--- src/rtl/uart_tx_scheduler.sv ---
// COREUART transmit scheduler: round-robin ack/report arbitration, 6-byte frame serialiser, TXRDY watchdog.
// Build option UART_TX_CHECKSUM_EN appends a 7th byte = XOR of addr and the four data bytes.
module uart_tx_scheduler #(
    parameter logic [7:0]  SYNC_BYTE   = 8'hA5,
    parameter int unsigned GUARD_CYC   = 4,
    parameter int unsigned TIMEOUT_CYC = 65535
) (
    input  logic        sys_clk_i,
    input  logic        reset_i,
    input  logic        ack_req_i,
    input  logic [7:0]  ack_addr_i,
    input  logic [31:0] ack_data_i,
    output logic        ack_gnt_o,
    input  logic        rpt_req_i,
    input  logic [7:0]  rpt_addr_i,
    input  logic [31:0] rpt_data_i,
    output logic        rpt_gnt_o,
    input  logic        tx_rdy_i,
    output logic        wen_o,
    output logic [7:0]  tx_data_o,
    output logic        busy_o,
    output logic        frame_done_o,
    output logic        err_o,
    output logic [2:0]  state_o
);
    typedef enum logic [2:0] {
        IDLE     = 3'd0,
        WAIT_RDY = 3'd1,
        WRITE    = 3'd2,
        GUARD    = 3'd3,
        DONE     = 3'd4
    } state_t;

`ifdef UART_TX_CHECKSUM_EN
    localparam logic [2:0] LAST_IDX = 3'd6;
`else
    localparam logic [2:0] LAST_IDX = 3'd5;
`endif
    localparam logic [15:0] TMO_LAST   = 16'(TIMEOUT_CYC - 1);
    localparam logic [3:0]  GUARD_LAST = 4'(GUARD_CYC - 1);

    state_t      state_q;
    logic [2:0]  byte_idx_q;
    logic [39:0] shadow_q;
    logic        last_ack_q;
    logic [15:0] tmo_q;
    logic [3:0]  grd_q;
    logic        wen_q;
    logic [7:0]  tx_data_q;
    logic        done_q;
    logic        err_q;

    logic        ack_sel;
    logic        rpt_sel;
    logic [7:0]  cur_byte;

    // Requesters hold req high until they see their one-cycle gnt; inputs are captured on that cycle's edge.
    // The gnt is decoded combinationally in IDLE so a grant is followed directly by WAIT_RDY.
    always_comb begin
        ack_sel = 1'b0;
        rpt_sel = 1'b0;
        if (reset_i && state_q == IDLE && !err_q) begin
            if (ack_req_i && rpt_req_i) begin
                ack_sel = !last_ack_q;
                rpt_sel = last_ack_q;
            end else begin
                ack_sel = ack_req_i;
                rpt_sel = rpt_req_i;
            end
        end
    end

    always_comb begin
        cur_byte = 8'h00;
        case (byte_idx_q)
            3'd0: cur_byte = SYNC_BYTE;
            3'd1: cur_byte = shadow_q[39:32];
            3'd2: cur_byte = shadow_q[31:24];
            3'd3: cur_byte = shadow_q[23:16];
            3'd4: cur_byte = shadow_q[15:8];
            3'd5: cur_byte = shadow_q[7:0];
`ifdef UART_TX_CHECKSUM_EN
            3'd6: cur_byte = shadow_q[39:32] ^ shadow_q[31:24] ^ shadow_q[23:16]
                           ^ shadow_q[15:8] ^ shadow_q[7:0];
`endif
            default: cur_byte = 8'h00;
        endcase
    end

    always_ff @(posedge sys_clk_i or negedge reset_i) begin
        if (!reset_i) begin
            state_q    <= IDLE;
            byte_idx_q <= 3'd0;
            shadow_q   <= 40'h0;
            last_ack_q <= 1'b0;
            tmo_q      <= 16'h0;
            grd_q      <= 4'h0;
            wen_q      <= 1'b1;
            tx_data_q  <= 8'h00;
            done_q     <= 1'b0;
            err_q      <= 1'b0;
        end else begin
            wen_q  <= 1'b1;
            done_q <= 1'b0;
            err_q  <= 1'b0;
            case (state_q)
                IDLE: begin
                    if (ack_sel || rpt_sel) begin
                        shadow_q   <= ack_sel ? {ack_addr_i, ack_data_i} : {rpt_addr_i, rpt_data_i};
                        last_ack_q <= ack_sel;
                        byte_idx_q <= 3'd0;
                        tmo_q      <= 16'h0;
                        state_q    <= WAIT_RDY;
                    end
                end
                WAIT_RDY: begin
                    if (tx_rdy_i) begin
                        wen_q     <= 1'b0;
                        tx_data_q <= cur_byte;
                        state_q   <= WRITE;
                    end else if (tmo_q == TMO_LAST) begin
                        err_q   <= 1'b1;
                        state_q <= IDLE;
                    end else begin
                        tmo_q <= tmo_q + 16'd1;
                    end
                end
                WRITE: begin
                    grd_q   <= 4'h0;
                    state_q <= GUARD;
                end
                GUARD: begin
                    if (grd_q == GUARD_LAST) begin
                        if (byte_idx_q == LAST_IDX) begin
                            done_q  <= 1'b1;
                            state_q <= DONE;
                        end else begin
                            byte_idx_q <= byte_idx_q + 3'd1;
                            tmo_q      <= 16'h0;
                            state_q    <= WAIT_RDY;
                        end
                    end else begin
                        grd_q <= grd_q + 4'd1;
                    end
                end
                DONE: state_q <= IDLE;
                default: state_q <= IDLE;
            endcase
        end
    end

    assign ack_gnt_o    = ack_sel;
    assign rpt_gnt_o    = rpt_sel;
    assign wen_o        = wen_q;
    assign tx_data_o    = tx_data_q;
    assign busy_o       = (state_q != IDLE);
    assign frame_done_o = done_q;
    assign err_o        = err_q;
    assign state_o      = state_q;
endmodule

--- config.mk ---
export PLATFORM = sky130hd
export DESIGN_NAME = uart_tx_scheduler
export DESIGN_NICKNAME = d
export VERILOG_FILES = /design/src/rtl/uart_tx_scheduler.sv
export SDC_FILE = /design/constraint.sdc
export NUM_CORES = 1
export LEC_CHECK = 0
export CAP_MARGIN = 20
export CORE_MARGIN = 2
export CORE_UTILIZATION = 46
export CTS_CLUSTER_SIZE = 12
export DETAILED_ROUTE_END_ITERATION = 6
export GPL_ROUTABILITY_DRIVEN = 0
export PLACE_DENSITY = 0.75
export SLEW_MARGIN = 20
export SYNTH_ARGS = -nofsm -noshare
export SYNTH_HDL_FRONTEND = slang
export SYNTH_SLANG_ARGS = --single-unit
--- constraint.sdc ---
create_clock -name sys_clk_i -period 3.4 [get_ports sys_clk_i]
set_input_delay 0.68 -clock sys_clk_i [delete_from_list [all_inputs] [get_ports sys_clk_i]]
set_output_delay 0.68 -clock sys_clk_i [all_outputs]
set_load 0.05 [all_outputs]
==> results of run 1 <==
## area by class of cell
class	instances	area (sq um)
repair buffers	105	1070
multi-input cells	301	2020
clock buffers	11	131
fillers	765	3330
flip-flops and latches	78	1950
inverters	13	48.8
well taps	108	135
clock inverters	4	72.6
## worst max-delay path by stage
| stage | from | endpoint | slack [ps] |
|---|---|---|---|
| CTS | state_o[0] | busy_o | 580 |
| finish | state_o[0] | busy_o | 580 |
| detailed placement | ack_req_i | byte_idx_q[0] | 730 |
| global route | state_o[0] | busy_o | 500 |
| floorplan | state_o[1] | rpt_gnt_o | 290 |
| global placement | ack_req_i | byte_idx_q[1] | 790 |
## sequential cells by signal, indices dropped and copies added, names as in the netlist
register      cells
shadow_q         40
state_o           3
tmo_q            16
last_ack_q        1
grd_q             4
tx_data_o         8
wen_o             1
byte_idx_q        3
err_o             1
frame_done_o      1
## power by group through the flow
stage,Combinational [W],Sequential (W),Clock [W]
finish,0.00146,0.00157,0.000735
global route,0.00162,0.00161,0.000780
CTS,0.00146,0.00156,0.000745
detailed placement,0.00145,0.00158,0
global placement,0.00141,0.00156,0
floorplan,0.000915,0.00163,0
## Yosys cell counts, types with 3 or more instances
| master | instances | area [sq um] |
|---|---|---|
| a21oi_1 | 58 | 290 |
| a221oi_1 | 3 | 26.3 |
| a22o_1 | 15 | 131 |
| a22oi_1 | 4 | 30.0 |
| a31oi_1 | 5 | 31.3 |
| a32o_1 | 5 | 50.1 |
| and4_1 | 5 | 43.8 |
| buf_2 | 11 | 55.1 |
| buf_4 | 6 | 45.0 |
| clkbuf_1 | 10 | 37.5 |
| dfrtp_1 | 77 | 1930 |
| ha_1 | 8 | 100 |
| inv_1 | 13 | 48.8 |
| mux2i_1 | 40 | 400 |
| nand2_1 | 17 | 63.8 |
| nand2b_1 | 3 | 18.8 |
| nand3_1 | 6 | 30.0 |
| nand4_1 | 7 | 43.8 |
| nor2_1 | 52 | 195 |
| nor3_1 | 3 | 15.0 |
| o211ai_1 | 3 | 22.5 |
| o21ai_0 | 11 | 55.1 |
| o21ai_1 | 8 | 40.0 |
| o31ai_1 | 4 | 30.0 |
| or2_1 | 3 | 18.8 |
| or3_1 | 4 | 25.0 |
## stage by stage
stage,cell area [sq um],instances,power [W]
floorplan,4170,420,0.00255
global placement,5230,605,0.00298
detailed placement,5230,605,0.00303
CTS,5430,620,0.00377
global route,5430,620,0.00401
finish,5430,620,0.00376
## layer usage
metal	vias up	wire length [um]	global-route usage
met5	-	0	0
met4	0	139	0.0580
met3	13	557	0.0485
met2	122	4950	0.358
met1	1710	4200	0.270
li1	1726	-	-
## critical path, stage by stage, from the launching register on
cell and delay, ps:
dfrtp_1 570, or3_4 510, clkdlybuf4s50_1 720
## logic make-up after synthesis
logic type | count (synthesis) | synth area share
multiplexers | 43 | 0.104
AO/OA/AOI/OAI | 131 | 0.203
AND/OR/NAND/NOR | 119 | 0.152
buffers and inverters | 41 | 0.0475
adder cells (fa/ha/maj) | 8 | 0.0240
flip-flops | 78 | 0.469
==> metrics.csv, run 1 <==
metric,value,unit
status,finished clean,
DRC,0,
CP Launch Type,register,
share of cells above drive strength 1,0.0684,
largest net degree at the start of global routing,83,
clock tree root buffer cell,clkbuf_8,
CTS tree,done,
P_leak,2.47,nW
vias per cell,5.76,
drt wl/cell,15.9,um
crit-path max FO,18,
Final min period,2820,ps
Switching Share,0.383,
actual slew at the worst max-slew pin,974,ps
die width,99.1,um
cts repair resizes,0,
vias in the first global route,3547,
Clock Path Buffers,2,
register bit total from synthesis,78,
global-route wire length before repair,16700,um
GRT Resource Usage Total,0.210,
setup ws final,576,ps
cell area power density,693,nW/um^2
Initial Util,0.475,
Synth Cell Area,4160,sq um
Synth cell types,57,
Setup Viol. Count Final,0,
hold_sp,tmo_q[12],
Num CTS Buffers,9,
FMAX,354,MHz
post-detail-place hpwl,7040,um
GR Overflow Total,0,
Syn. warnings,0,
R2R Path End,byte_idx_q[0],
# hold bufs at CTS,0,
Layout Skew,9.40,ps
die area,9830,sq um
crit share post-route,0.831,
Seq pwr share,0.418,
number of DRC markers in iteration 0,213,
"commonest non-fill, non-tap cell in the layout",clkdlybuf4s50_1,
Reg2Reg Setup Slack,930,ps
Post-Place Setup Slack,731,ps
Max transition margin,0.351,
drt pass-1 iters,5,
Worst Hold Class,register to register,
Synth Flop Type,dfrtp_1,
Total Wirelength,9850,um
Comb power frac,0.387,
Max Cap Violations,0,
initial antenna violation count,0,
Reg-to-Reg Start,state_o[0],
Sinks on Clock Net,78,
most frequent cells in the layout,"clkdlybuf4s50_1 (98), dfrtp_1 (77), a21oi_1 (58)",
via count,3571,
FP Rows,34,
postcts setup bufs,0,
pins over their slew limit,0,
antenna cells,0,
hold path cells,1,
CORE AREA,8760,sq um
arrival time worst endpoint,2140,ps
synthesized instance count,420,
internal power,0.00232,W
number of H-tree levels,3,
R2R depth,6,
Syn Nets,513,
Port Buffers,101,
switching pwr,0.00144,W
post-synthesis sequential area ratio,0.469,
Hold Path End,tmo_q[12],
clock-pin slew on the worst setup and hold paths,70,ps
clock share of power,0.195,
post-layout util,0.620,
setup TNS,0,ps
Avg Inst Size Synth,9.91,sq um
number of routed nets with antenna violations,0,
Max IR drop VDD,0.284,mV
data required time at the worst endpoint,2720,ps
Final Hold Vio Count,0,
RSZ-0062 raised after global routing,false,
# IOs,102,
CP endpoint kind,primary output,
Clock Latency Late Sink,350,ps
Die Span Y,99.1,um
"EDFF count, synth",0,
smallest hold slack,518,ps
area delta synth->final,30.4,%
nets,601,
critical path class,register to primary output,
post-synthesis async set-or-reset flop share,1.00,
(Power assumes the default switching activity.)
==> inputs of run 2 (changes only) <==
- clock period: 3.4 -> 2.8 ns (I/O delays scaled with it)
==> metrics.csv, run 2 (synthesized netlist as in run 1, its figures left out) <==
metric,value,unit,change
initial antenna violation count,0,,unchanged
Max IR drop VDD,0.351,mV,+23%
Max Cap Violations,0,,unchanged
Sinks on Clock Net,78,,unchanged
GRT Resource Usage Total,0.201,,-0.00947
Max transition margin,0.353,,+0.00224
"Critical Path, Cell by Cell","or3_4, clkdlybuf4s50_1",,
Total Wirelength,9660,um,-1.9%
Non-Filler Instances,626,,+0.97%
CORE AREA,8760,sq um,unchanged
Final min period,2540,ps,
overall power,0.00474,W,+26%
most frequent cells in the layout,"clkdlybuf4s50_1 (98), dfrtp_1 (77), a21oi_1 (58)",,
clock-pin slew on the worst setup and hold paths,80,ps,about the same
post-layout util,0.632,,+0.0118
DRC,0,,unchanged
cell area power density,855,nW/um^2,+24%
max reg flops,40,,unchanged
actual slew at the worst max-slew pin,971,ps,-3.36 ps
Reg-to-Reg Start,byte_idx_q[1],,
crit-path max FO,9,,-9
drt wl/cell,15.4,um,-2.8%
vias per cell,5.65,,-2.0%
Crit path largest cell delay,720,ps,about the same
global-route wire length before repair,15900,um,-4.9%
# hold bufs at CTS,0,,unchanged
die area,9830,sq um,unchanged
CTS tree,done,,
Clock Latency Late Sink,340,ps,about the same
Die Span Y,99.1,um,unchanged
CP endpoint kind,primary output,,
Final Hold Vio Count,0,,unchanged
number of H-tree levels,3,,unchanged
Crit. Startpoint,state_o[2],,
data required time at the worst endpoint,2240,ps,-480 ps
largest net degree at the start of global routing,83,,unchanged
R2R Path End,tmo_q[12],,
Fill cells,724,,-5.4%
number of DRC markers in iteration 0,183,,-14%
pins over their slew limit,0,,unchanged
critical path class,register to primary output,,
share of cells above drive strength 1,0.0830,,+0.0147
postcts setup bufs,0,,unchanged
critical path's slowest cell,clkdlybuf4s50_1,,
Layout Skew,7.44,ps,-1.95 ps
status,finished clean,,
Largest Register,shadow_q,,
area delta synth->final,32.9,%,
post-detail-place hpwl,7040,um,about the same
cts repair resizes,0,,unchanged
setup TNS,0,ps,unchanged
fin area,5540,sq um,+1.9%
die width,99.1,um,unchanged
P_leak,2.52,nW,+2.1%
"commonest non-fill, non-tap cell in the layout",clkdlybuf4s50_1,,
dpl cells,610,,+0.83%
drt pass-1 iters,4,,-1
number of routed nets with antenna violations,0,,unchanged
vias in the first global route,3366,,-5.1%
RSZ-0062 raised after global routing,false,,
via count,3534,,-1.0%
arrival time worst endpoint,1980,ps,-160 ps
clock tree root buffer cell,clkbuf_8,,
GR Overflow Total,0,,unchanged
Worst Hold Class,primary input to async pin,,
Reg2Reg Setup Slack,550,ps,-380 ps
Num CTS Buffers,9,,unchanged
# IOs,102,,unchanged
nets,606,,+0.83%
Port Buffers,101,,unchanged
crit share post-route,0.908,,
Placed Area,5290,sq um,+1.2%
FP Rows,34,,unchanged
antenna cells,0,,unchanged
R2R depth,7,,+1
CP Launch Type,register,,
Setup Viol. Count Final,0,,unchanged
Clock Path Buffers,2,,unchanged
Initial Util,0.475,,unchanged
FMAX,393,MHz,
-- run 2: cell count changes in the layout (fill, tap and decap cells not counted), sizes merged --
cell      before  now
clkinv         1    3
inv           13   14
clkinvlp       1    0
buf            7   12
bufinv         2    3
clkbuf        11    9
-- run 2: routing by layer --
| metal | global-route usage | wire, um |
|---|---|---|
| met3 | 0.0408 | 496 |
| met1 | 0.262 | 4210 |
| met4 | 0.0664 | 118 |
| met5 | 0 | 0 |
| met2 | 0.336 | 4830 |
-- run 2: worst max path at each step --
stage	slack [ps]	to	depth (start not counted)
3_3_place_gp	460	tmo_q[14]	6
4_1_cts	240	busy_o	2
2_1_floorplan	150	ack_gnt_o	6
5_1_grt	210	busy_o	2
6_report	260	busy_o	2
3_5_place_dp	390	tmo_q[14]	6
-- run 2: worst max-delay path, delay by kind of cell, from the launching register on --
| family | cells | cell delay, ps |
|---|---|---|
| DFF | 1 | 490 |
| and+or+nand+nor | 1 | 430 |
| buffers and inverters | 1 | 720 |
-- run 2: final cells by class --
type                       count  area [sq um]  area share
clock buffer                   9           124      0.0224
clock inverter                 7           121      0.0219
inverter                      13          48.8     0.00882
multi-input combinational    301          2030       0.367
sequential                    78          1950       0.353
tap                          108           135      0.0244
timing repair buffer         110          1120       0.203
-- run 2: power by group --
part	leakage [nW]	switching [W]	internal (W)	total (W)
Clock	0.124	0.000419	0.000597	0.00102
Sequential	0.944	0.000301	0.00155	0.00185
Combinational	1.46	0.00106	0.000802	0.00187
-- run 2: per-stage QoR --
stage | hold slack (ps) | setup WS, ps
floorplan | 264 | 153
global route | 521 | 207
CTS | 490 | 238
global placement | 493 | 463
detailed placement | 506 | 392
finish | 454 | 258
